**src/rtl/axis_pps_gate_ctrl_pkg.sv**
```systemverilog
// Shared types for the PPS gate controller: FSM state encoding and sticky error codes.
package axis_pps_gate_ctrl_pkg;

  typedef enum logic [2:0] {
    ST_IDLE,
    ST_ARM,
    ST_MEASURE,
    ST_SEND,
    ST_ERROR
  } state_t;

  typedef enum logic [1:0] {
    ERR_NONE    = 2'd0,
    ERR_TIMEOUT = 2'd1,
    ERR_RANGE   = 2'd2,
    ERR_ABORT   = 2'd3
  } err_t;

  function automatic logic is_busy(input state_t s);
    return (s == ST_ARM) || (s == ST_MEASURE) || (s == ST_SEND);
  endfunction

endpackage

```
**src/rtl/pps_watchdog.sv**
```systemverilog
// Missing-PPS watchdog: counts enabled cycles since the last clear and flags the cycle
// on which the count reaches the limit. A limit of zero disables it.
module pps_watchdog #(
  parameter int WIDTH = 32
) (
  input  logic             clk,
  input  logic             reset,
  input  logic             clear,
  input  logic             enable,
  input  logic [WIDTH-1:0] limit,
  output logic             expired
);

  localparam logic [WIDTH-1:0] ONE = WIDTH'(1);

  logic [WIDTH-1:0] count;

  // NOTE: sequential state uses non-blocking assignments so every register samples
  // pre-edge values regardless of block ordering.
  always_ff @(posedge clk) begin
    if (reset || clear) begin
      count <= '0;
    end else if (enable) begin
      count <= count + ONE;
    end
  end

  // Expiry lands exactly `limit` cycles after the clearing event when no clear intervenes.
  assign expired = enable && (limit != '0) && (count == limit - ONE);

endmodule

```
**src/rtl/axis_pps_gate_ctrl.sv**
```systemverilog
// Measurement sequencer: aligns to PPS on software start, accumulates N range-checked
// period samples under a missing-PPS watchdog and emits one AXIS word {N, sum}.
module axis_pps_gate_ctrl
  import axis_pps_gate_ctrl_pkg::*;
#(
  parameter int CNTR_WIDTH       = 32,
  parameter int NUM_WIDTH        = 16,
  parameter int SUM_WIDTH        = 48,
  parameter int AXIS_TDATA_WIDTH = 64
) (
  input  logic                        aclk,
  input  logic                        areset,
  input  logic                        cfg_start,
  input  logic [NUM_WIDTH-1:0]        cfg_periods,
  input  logic [CNTR_WIDTH-1:0]       cfg_min,
  input  logic [CNTR_WIDTH-1:0]       cfg_max,
  input  logic [CNTR_WIDTH-1:0]       cfg_timeout,
  input  logic [CNTR_WIDTH-1:0]       s_axis_tdata,
  input  logic                        s_axis_tvalid,
  output logic [AXIS_TDATA_WIDTH-1:0] m_axis_tdata,
  output logic                        m_axis_tvalid,
  input  logic                        m_axis_tready,
  output logic                        sts_busy,
  output logic [1:0]                  sts_error
);

  localparam logic [NUM_WIDTH-1:0] LAST_PERIOD = NUM_WIDTH'(1);

  state_t state, state_next;

  logic                  cfg_start_q;
  logic                  start_edge;
  logic [NUM_WIDTH-1:0]  periods_q;
  logic [CNTR_WIDTH-1:0] min_q;
  logic [CNTR_WIDTH-1:0] max_q;
  logic [CNTR_WIDTH-1:0] timeout_q;
  logic [SUM_WIDTH-1:0]  sum_q;
  logic [SUM_WIDTH-1:0]  sum_new;
  logic [NUM_WIDTH-1:0]  remaining_q;

  logic                        in_range;
  logic                        wd_enable;
  logic                        wd_clear;
  logic                        wd_expired;
  logic                        start_accept;
  logic                        sample_accept;
  logic                        load_result;
  logic                        err_set;
  err_t                        err_code;
  logic [AXIS_TDATA_WIDTH-1:0] result_word;

  assign start_edge = cfg_start && !cfg_start_q;
  assign in_range   = (s_axis_tdata >= min_q) && (s_axis_tdata <= max_q);
  assign sum_new    = sum_q + SUM_WIDTH'(s_axis_tdata);
  assign sts_busy   = is_busy(state);

  // Every tvalid re-arms the watchdog, including the discarded straddling sample in ARM.
  assign wd_enable = (state == ST_ARM) || (state == ST_MEASURE);
  assign wd_clear  = start_accept || s_axis_tvalid;

  pps_watchdog #(
    .WIDTH (CNTR_WIDTH)
  ) u_watchdog (
    .clk     (aclk),
    .reset   (areset),
    .clear   (wd_clear),
    .enable  (wd_enable),
    .limit   (timeout_q),
    .expired (wd_expired)
  );

  always_comb begin
    result_word                          = '0;
    result_word[SUM_WIDTH-1:0]           = sum_new;
    result_word[SUM_WIDTH +: NUM_WIDTH]  = periods_q;
  end

  always_ff @(posedge aclk) begin
    if (areset) begin
      state <= ST_IDLE;
    end else begin
      state <= state_next;
    end
  end

  // Priority inside ARM/MEASURE: abort, then sample, then watchdog expiry.
  always_comb begin
    // NOTE: every output of this block gets a default first, so no path can infer a latch.
    state_next    = state;
    start_accept  = 1'b0;
    sample_accept = 1'b0;
    load_result   = 1'b0;
    err_set       = 1'b0;
    err_code      = ERR_NONE;
    case (state)
      ST_IDLE: begin
        if (start_edge && (cfg_periods != '0)) begin
          start_accept = 1'b1;
          state_next   = ST_ARM;
        end
      end
      ST_ARM, ST_MEASURE: begin
        if (!cfg_start) begin
          err_set    = 1'b1;
          err_code   = ERR_ABORT;
          state_next = ST_IDLE;
        end else if (s_axis_tvalid) begin
          if (state == ST_ARM) begin
            state_next = ST_MEASURE;
          end else if (!in_range) begin
            err_set    = 1'b1;
            err_code   = ERR_RANGE;
            state_next = ST_ERROR;
          end else begin
            sample_accept = 1'b1;
            if (remaining_q == LAST_PERIOD) begin
              load_result = 1'b1;
              state_next  = ST_SEND;
            end
          end
        end else if (wd_expired) begin
          err_set    = 1'b1;
          err_code   = ERR_TIMEOUT;
          state_next = ST_ERROR;
        end
      end
      ST_SEND: begin
        if (m_axis_tready) begin
          state_next = ST_IDLE;
        end
      end
      ST_ERROR: begin
        if (!cfg_start) begin
          state_next = ST_IDLE;
        end
      end
      default: state_next = ST_IDLE;
    endcase
  end

  // Datapath registers are reset as well so the output word reads zero out of reset.
  always_ff @(posedge aclk) begin
    if (areset) begin
      cfg_start_q   <= 1'b0;
      periods_q     <= '0;
      min_q         <= '0;
      max_q         <= '0;
      timeout_q     <= '0;
      sum_q         <= '0;
      remaining_q   <= '0;
      m_axis_tdata  <= '0;
      m_axis_tvalid <= 1'b0;
      sts_error     <= ERR_NONE;
    end else begin
      cfg_start_q <= cfg_start;

      if (start_accept) begin
        periods_q   <= cfg_periods;
        min_q       <= cfg_min;
        max_q       <= cfg_max;
        timeout_q   <= cfg_timeout;
        sum_q       <= '0;
        remaining_q <= cfg_periods;
        sts_error   <= ERR_NONE;
      end else if (err_set) begin
        sts_error <= err_code;
      end

      if (sample_accept) begin
        sum_q       <= sum_new;
        remaining_q <= remaining_q - LAST_PERIOD;
      end

      if (load_result) begin
        m_axis_tdata  <= result_word;
        m_axis_tvalid <= 1'b1;
      end else if ((state == ST_SEND) && m_axis_tready) begin
        m_axis_tvalid <= 1'b0;
      end
    end
  end

endmodule

```
**config.mk**
```make
export PLATFORM = sky130hd
export DESIGN_NAME = axis_pps_gate_ctrl
export DESIGN_NICKNAME = d
export VERILOG_FILES = /design/src/rtl/axis_pps_gate_ctrl_pkg.sv /design/src/rtl/pps_watchdog.sv /design/src/rtl/axis_pps_gate_ctrl.sv
export SDC_FILE = /design/constraint.sdc
export NUM_CORES = 1
export LEC_CHECK = 0
export CORE_MARGIN = 5
export CORE_UTILIZATION = 45
export CTS_BUF_LIST = sky130_fd_sc_hd__clkbuf_8
export CTS_CLUSTER_SIZE = 10
export DETAILED_ROUTE_END_ITERATION = 6
export PLACE_DENSITY = 0.68
export RECOVER_POWER = 50
export SLEW_MARGIN = 10
export SYNTH_ARGS = -nofsm -noshare
export SYNTH_HDL_FRONTEND = slang
export SYNTH_HIERARCHICAL = 1
export SYNTH_SLANG_ARGS = --single-unit
```
**constraint.sdc**
```tcl
create_clock -name aclk -period 4.9 [get_ports aclk]
set_input_delay 0.98 -clock aclk [delete_from_list [all_inputs] [get_ports aclk]]
set_output_delay 0.98 -clock aclk [all_outputs]
set_load 0.02 [all_outputs]
```
# Word-level counts from Yosys, hierarchy flattened
# Index checks and enable logic that the tools add are counted.
dict set report word_totals {
  ff_bits 279
  inputBits 149
  output_inout_bits 68
  elab_cells 89
}
dict set report classes {
  n_addsub 4
  magnitude_cmp 2
  n_eq_ne 11
  n_mux 41
  reduce_logical 19
}
# operator count
set op_table {}
lappend op_table {{48-bit two-way mux} 2}
lappend op_table {{48-bit by 32-bit adder with 48-bit output} 1}
lappend op_table {{32-bit by 1-bit adder with 32-bit output (second input constant)} 1}
lappend op_table {{32-bit == test} 1}
lappend op_table {{32-bit >= comparator} 1}
lappend op_table {{32-bit <= comparator} 1}
lappend op_table {{16-bit two-way mux} 2}
lappend op_table {{32-bit nonzero test} 1}
lappend op_table {{32-bit by 1-bit subtractor with 32-bit output (second input constant)} 1}
lappend op_table {{3-bit two-way mux} 9}
lappend op_table {{1-bit two-way mux} 22}
lappend op_table {{16-bit by 1-bit == test with 1-bit output (second input constant)} 1}
lappend op_table {{16-bit nonzero test} 1}
lappend op_table {{16-bit by 1-bit subtractor with 16-bit output (second input constant)} 1}
lappend op_table {{3-bit case mux with 4 select lines} 1}
lappend op_table {{2-bit two-way mux} 5}
lappend op_table {{3-bit by 2-bit == test with 1-bit output (second input constant)} 2}
lappend op_table {{1-bit logical AND} 6}
lappend op_table {{2-bit inequality test (second input constant)} 3}
lappend op_table {{6-bit inequality test (second input constant)} 1}
lappend op_table {{5-bit AND reduction} 1}
lappend op_table {{1-bit logical OR} 4}
lappend op_table {{4-bit by 3-bit inequality test with 1-bit output (second input constant)} 1}
lappend op_table {{2-bit nonzero test} 2}
lappend op_table {{5 further kinds} 6}

# Depth between registers and ports, before layout
# Gate-level depths: netlist of run 1.
dict set report logic_depth {
  ltp_word 8
  mapped_depth 17
  ltp_nobuf 16
}

# By module
# The synthesis of run 1 kept the hierarchy.
# mod instances cells_per_inst area_per_inst_um2 seq_area_each_um2
set modules_own_cells {}
lappend modules_own_cells {axis_pps_gate_ctrl 1 1632 12645.9 4944.7}
lappend modules_own_cells {pps_watchdog 1 315 2453.6 640.6}

# Least setup slack after synthesis of run 1
# No wires, ideal clock.
dict set report synth_timing {
  path_kind {reg2reg}
  startpoint {register timeout_q[0]}
  endpoint {register state[1]}
  setup_time_ps 116
  arrival_ps 3545
  required_time_ps 4784
  path_slack_ps 1239
  path_stages_with_launch 17
  n_path_buf 0
  period_less_slack_ps 3661
  path_cell_list {dfxtp_1 -> inv_1 -> ha_1 -> nor3b_1 -> nand4_1 -> nor4b_1 -> xnor2_1 -> nand2_1 -> or4_1 -> a2111oi_2 -> nor2_1 -> nand3_1 -> a21oi_1 -> a31oi_1 -> inv_1 -> o211a_1 -> a41o_1}
}
dict set report synth_via {
  elab_chain_cells 5
  word_cells_on_any_way 7
  classes_between {add/sub: 1; eq/ne: 2; reduce/logical: 4}
}
# element line
set synth_lines {}
lappend synth_lines {{start: declaration} axis_pps_gate_ctrl.sv:36} ;# logic [CNTR_WIDTH-1:0] timeout_q;
lappend synth_lines {{start signal: assignment} axis_pps_gate_ctrl.sv:161} ;# timeout_q <= cfg_timeout;
lappend synth_lines {{32-bit by 1-bit subtractor with 32-bit output / 32-bit nonzero test (equally long branches)} pps_watchdog.sv:29} ;# assign expired = enable && (limit != '0) && (count == limit - ONE);
lappend synth_lines {{32-bit == test / 1-bit logical AND (equally long branches)} pps_watchdog.sv:29}
lappend synth_lines {{1-bit logical AND *} pps_watchdog.sv:29}
lappend synth_lines {{via wd_expired} axis_pps_gate_ctrl.sv:44} ;# logic wd_expired;
lappend synth_lines {{4-bit by 3-bit inequality test with 1-bit output (no line) *} --}
lappend synth_lines {{5-bit AND reduction (no line) *} --}
lappend synth_lines {{end signal: assignment} axis_pps_gate_ctrl.sv:82} ;# state <= state_next;
lappend synth_lines {{end: declaration} axis_pps_gate_ctrl.sv:29} ;# state_t state, state_next;
# Mark *: on every way through the listed nets, which the timed path passes. The rest lies on a longest branch.
# A chain may end at the register's enable or synchronous reset.

# Worst setup path after layout of run 1
# Same ends and word-level chain as after synthesis.

==> results.toml, run 1 <==
[pwr]
power_frac_seq = 0.441
p_int_w = 0.00391
clkPwrFrac = 0.350
power_leakage_nw = 7.08
netSwitchingPower_w = 0.00171
swShare = 0.304
power_w = 0.00563
p_comb_frac = 0.209
power_density_nw_per_um2 = 304
ir_worst_vdd_mv = 0.195

[cts]
ctsHtreeMaxLevel = 2
cts_sinks = 279
ctsResizeCount = 0
cts_tree = "done"
clk_pin_slew_ps = 60
cts_max_path_buffers = 3
cts_root_buffer = "clkbuf_8"
hold_buffers = 0
post-cts-setup-buffer-count = 0
numCtsBuffers = 49
clock_latency_ps = 560

[grt]
grt_pass1_vias = 13628
grt_pass1_wl_um = 69200
grt_max_degree = 151
overflow = 0
track_usage = 0.224
antenna_found_initial = 0

[hold_path]
hp-class = "reg2reg"
hold_start = "m_axis_tdata[53]"
hold_path_depth = 2
min_to = "m_axis_tdata[53]"

[placed_design]
io_buffers = 216
gp_congestion = 0.867
place.detailed.hpwl_um = 31000
dpl.cell_count = 2524
placed_cell_area_um2 = 17600

[floorplan]
die_x_um = 193
die_y_um = 193
core-area_um2 = 33400
die_area_um2 = 37300
pin_count = 217
row_count = 67
start_util = 0.453

[logic_synthesis]
ys_seq_elements = 279
synth_cell_types = 76
synth_flop_cell = "dfxtp_1"
syn_area_um2 = 15100
postSynthCellCount = 1947
synth-edff-count = 0
async_flop_share = 0
ys_warn_count = 6
synth_nets = 2197
seq_area_frac_synth = 0.370
synth_area_per_cell_um2 = 7.76

[sta]
grt_setup_unrepaired = "no"
finalCritPeriodShare = 0.872
finalHoldViolations = 0
fin_skew_ps = 15.4
final_max_slew_viol_count = 0
finalCriticalPeriod_ps = 4270
fin_setup_tns_ps = 0
max_clock_freq_mhz = 234
report.final.setup_viol = 0
slew_headroom = 0.0901
tightest_slew_ps = 1360

[finish]
final_common_cell = "nand2_1"
nNetsFinal = 2377
area_growth_pct = 22.6
n_antenna_cell = 0
final_area_um2 = 18500
fin_cells = 2606
drive_above_1_share = 0.0514
final_cell_mix = "nand2_1 (404), dfxtp_1 (279), a21oi_1 (266), clkdlybuf4s50_1 (146), inv_1 (122)"

[routing]
drc = 0
drt_iter0_markers = 808
viasPerCell = 5.45
vias = 14206
wl_per_cell_um = 16.4
dr.pass1.iters = 5
drt-total-wl_um = 42700
postRouteAntennaNets = 0

[critical_path]
cp.required_ps = 5340
cp.arrival_ps = 4720
startpoint_type = "register"
path_class = "reg2reg"
worstReg2RegEnd = "state[1]"
max_stage_delay_ps = 530
end_kind = "register"
cp_max_fo = 5
slowest_stage = "or4_1"
crit_family = "simple AND/OR/NAND/NOR gates"
path_buf_inv = 2
crit_path_frequent_cell = "inv_1"
reg2reg_slack_ps = 630
critical_path.cell_chain = "inv_1, ha_1, nor3b_1, nand4_1, nor4b_1, xnor2_1, nand2_1, or4_1, a2111oi_2, nor2_1, nand3_1, a21oi_1, a31oi_1, inv_1, o211a_1, a41o_1"
r2r_start = "timeout_q[0]"
reg2reg_depth = 16

[flow_run]
maxCapViolCount = 0

[outcome]
outcome = "finished clean"
-- worst reg2reg max path, stage by stage, from the launching register on --
cell and delay, ps:
dfxtp_1 360, inv_1 80, ha_1 210, nor3b_1 520
nand4_1 260, nor4b_1 430, xnor2_1 180, nand2_1 70
or4_1 530, a2111oi_2 530, nor2_1 90, nand3_1 100
a21oi_1 80, a31oi_1 180, inv_1 110, o211a_1 230
a41o_1 210
-- flip-flops by register name, summed over array words and instances, names as in the netlist --
signal and count:
cfg_start_q 1, remaining_q 16, m_axis_tdata 64, u_watchdog/count 32, sts_error 2, sum_q 48
m_axis_tvalid 1, timeout_q 32, state 3, min_q 32, max_q 32, periods_q 16
-- per-layer routing --
metal	up-vias	track usage	wire length [µm]
met2	390	0.365	19300
met5	-	0	0
met1	6614	0.306	19700
li1	7133	-	-
met4	0	0.0594	987
met3	69	0.0454	2770
-- synthesized netlist by cell type (all sizes together) (4+ instances only) --
cell type  number  share of area
and3           14         0.0058
nor3           33          0.011
inv           100          0.025
nand3b          9         0.0045
o21ai          60          0.020
xor2           49          0.028
a22o            4         0.0023
nand2         405           0.10
nand4          19         0.0079
or2            11         0.0046
nor4           22          0.011
o21a            8         0.0040
a211oi         32          0.017
a31oi          23         0.0095
and2            4         0.0017
or3            29          0.012
or4            13         0.0065
nand3          69          0.023
xnor2          59          0.034
buf            19         0.0065
nor2b          11         0.0046
o311ai          9         0.0052
nor2           92          0.023
a21o           21          0.010
a21oi         267          0.089
and4            7         0.0041
o211ai         11         0.0055
mux2            5         0.0037
nor3b           5         0.0028
nand2b         13         0.0054
mux2i          11         0.0073
clkbuf         85          0.021
ha            100          0.083
dfxtp         279           0.37
-- through the flow --
| step | utilization | hold slack (ps) | worst slack, ps |
|---|---|---|---|
| after floorplan | - | 429 | 1240 |
| after global placement | 0.529 | 441 | 315 |
| after detailed placement | 0.529 | 443 | 221 |
| after CTS | 0.555 | 452 | 593 |
| after global routing | 0.555 | 461 | 296 |
| final | 0.555 | 445 | 627 |
-- cell type report --
type,instances,area [µm²]
clock buffer,57,785
clock inverter,25,100
fill,3211,14900
inverter,100,375
multi-input combinational,1464,8760
sequential,279,5590
tap,448,561
timing repair buffer,233,2350
-- power groups by stage --
| stage | Combinational (W) | Sequential (W) | Clock (W) |
|---|---|---|---|
| floorplan | 0.000800 | 0.00250 | 0 |
| global placement | 0.00115 | 0.00253 | 0 |
| detailed placement | 0.00118 | 0.00253 | 0 |
| CTS | 0.00118 | 0.00248 | 0.00204 |
| global route | 0.00131 | 0.00250 | 0.00215 |
| finish | 0.00117 | 0.00248 | 0.00197 |
-- worst max-delay path by stage --
stage	startpoint	end	slack [ps]	cells after the start
after global routing	timeout_q[0]	state[1]	300	17
after global placement	s_axis_tdata[4]	m_axis_tdata[30]	320	12
final	timeout_q[0]	state[1]	630	16
after floorplan	timeout_q[0]	state[1]	1240	16
after detailed placement	s_axis_tdata[7]	m_axis_tdata[30]	220	12
after CTS	timeout_q[0]	state[1]	590	16
-- logic make-up (layout without fill, tap and decap cells) --
logic type | Yosys count | in the layout | share of synthesized area
flip-flops | 279 | 279 | 0.370
XOR/XNOR | 108 | 108 | 0.0626
buffers and inverters | 204 | 415 | 0.0525
AO/OA/AOI/OAI | 475 | 475 | 0.186
multiplexers | 16 | 16 | 0.0110
adder cells (fa/ha/maj) | 101 | 101 | 0.0842
AND/OR/NAND/NOR | 764 | 764 | 0.234
Power figures use the tool's default switching activity.
==> run 2: changes to the inputs <==
- clock period: 4.9 -> 5 ns (I/O delays scaled with it)
==> results.toml, run 2 (synthesis gave the netlist of run 1 again) <==
[cts]
cts_root_buffer = "clkbuf_8"
hold_buffers = 0
ctsResizeCount = 0
numCtsBuffers = 48
cts_sinks = 279
clk_pin_slew_ps = 60
cts_tree = "done"
ctsHtreeMaxLevel = 2
clock_latency_ps = 560
cts_max_path_buffers = 3
post-cts-setup-buffer-count = 0

[finish]
final_area_um2 = 18600
fillers = 3186
nNetsFinal = 2377
n_antenna_cell = 0
area_growth_pct = 23.3
largest_registers = "m_axis_tdata: 64 flops, sum_q: 48 flops"
fin_cells = 2609
largest_reg_flops = 64
final_common_cell = "nand2_1"
drive_above_1_share = 0.0569
largest_register = "m_axis_tdata"
final_cell_mix = "nand2_1 (404), dfxtp_1 (279), a21oi_1 (267), clkdlybuf4s50_1 (146), inv_1 (111)"

[hold_path]
hold_path_depth = 2
hp-class = "reg2reg"

[grt]
track_usage = 0.221
grt_pass1_vias = 13657
grt_max_degree = 154
antenna_found_initial = 2
grt_pass1_wl_um = 68500
overflow = 0

[routing]
drt_iter0_markers = 802
drc = 0
drt-total-wl_um = 42400
viasPerCell = 5.42
postRouteAntennaNets = 0
dr.pass1.iters = 5
wl_per_cell_um = 16.2
vias = 14146

[critical_path]
reg2reg_depth = 15
end_kind = "register"
reg2reg_slack_ps = 840
path_class = "in2reg"
worstReg2RegEnd = "state[1]"
critPathLaunch = "s_axis_tdata[7]"
startpoint_type = "input port"
crit_path_end = "m_axis_tdata[30]"
cp.required_ps = 5500
r2r_start = "timeout_q[5]"
cp_max_fo = 70
cp.arrival_ps = 4840

[floorplan]
die_y_um = 193
row_count = 67
die_x_um = 193
core-area_um2 = 33400
start_util = 0.453
die_area_um2 = 37300
pin_count = 217

[placed_design]
placed_cell_area_um2 = 17600
dpl.cell_count = 2525
place.detailed.hpwl_um = 31000
gp_congestion = 0.856
io_buffers = 216

[sta]
fin_setup_tns_ps = 0
final_max_slew_viol_count = 50
tightest_slew_ps = 1960
grt_setup_unrepaired = "no"
max_clock_freq_mhz = 230
finalCriticalPeriod_ps = 4350
finalHoldViolations = 0
report.final.setup_viol = 0
fin_skew_ps = 17.2
finalCritPeriodShare = 0.870
slew_headroom = -0.307

[outcome]
outcome = "finished, violations left"
violations = "max-capacitance violations, max-slew violations"

[flow_run]
maxCapViolCount = 1

[pwr]
power_leakage_nw = 7.11
power_density_nw_per_um2 = 307
ir_worst_vdd_mv = 0.200
-- run 2: cell count changes in the layout (fill, tap and decap cells not counted), moves of 2 or more --
cell,delta
clkinv_2,+4
buf_12,-2
inv_1,-11
buf_4,+4
clkbuf_8,+8
-- run 2: worst min-delay path by stage --
stage | from | end | slack [ps]
floorplan | sum_q[25] | sum_q[25] | 430
global placement | m_axis_tdata[58] | m_axis_tdata[58] | 440
detailed placement | max_q[15] | max_q[15] | 450
CTS | periods_q[15] | m_axis_tdata[63] | 440
global route | max_q[16] | max_q[16] | 470
finish | m_axis_tdata[52] | m_axis_tdata[52] | 450
-- run 2: worst max-delay path, cell delays in order --
cell and delay [ps]:
clkdlybuf4s50_1 490, ha_1 360, nand4_1 100, nor4_1 510
and4_1 280, nor2_1 60, a21oi_1 450, o21ai_0 450
nor3_4 320, buf_12 320, mux2_2 380, nor2_1 80
-- run 2: where the power goes --
part	switching, W	internal, W	total [W]
sequential	0.0000947	0.00234	0.00243
clock	0.000932	0.00120	0.00214
combinational	0.000663	0.000477	0.00114
-- run 2: layout make-up --
cell class                 instances  area [µm²]  share of cell area
inverter                         100         375              0.0202
clock inverter                    19         110             0.00592
tap                              448         561              0.0301
timing repair buffer             234        2340               0.126
clock buffer                      65         895              0.0481
sequential                       279        5590               0.300
multi-input combinational       1464        8750               0.470
-- run 2: metal layers --
metal  routed length (µm)  up-vias  global-route usage  part of all wire
met5                   21        -                   0           0.00050
met2                19300      346               0.366              0.46
li1                     -     7122                   -                 -
met3                 2560       67              0.0475             0.060
met1                19700     6607               0.299              0.47
met4                  779        4              0.0504             0.018
-- run 2: stage by stage --
stage | power [W] | setup WS, ps | utilization | hold WS, ps
2_1_floorplan | 0.00323 | 1340 | - | 429
3_3_place_gp | 0.00359 | 301 | 0.528 | 440
3_5_place_dp | 0.00362 | 275 | 0.528 | 446
4_1_cts | 0.00577 | 754 | 0.558 | 443
5_1_grt | 0.00602 | 367 | 0.558 | 471
6_report | 0.00571 | 652 | 0.558 | 447
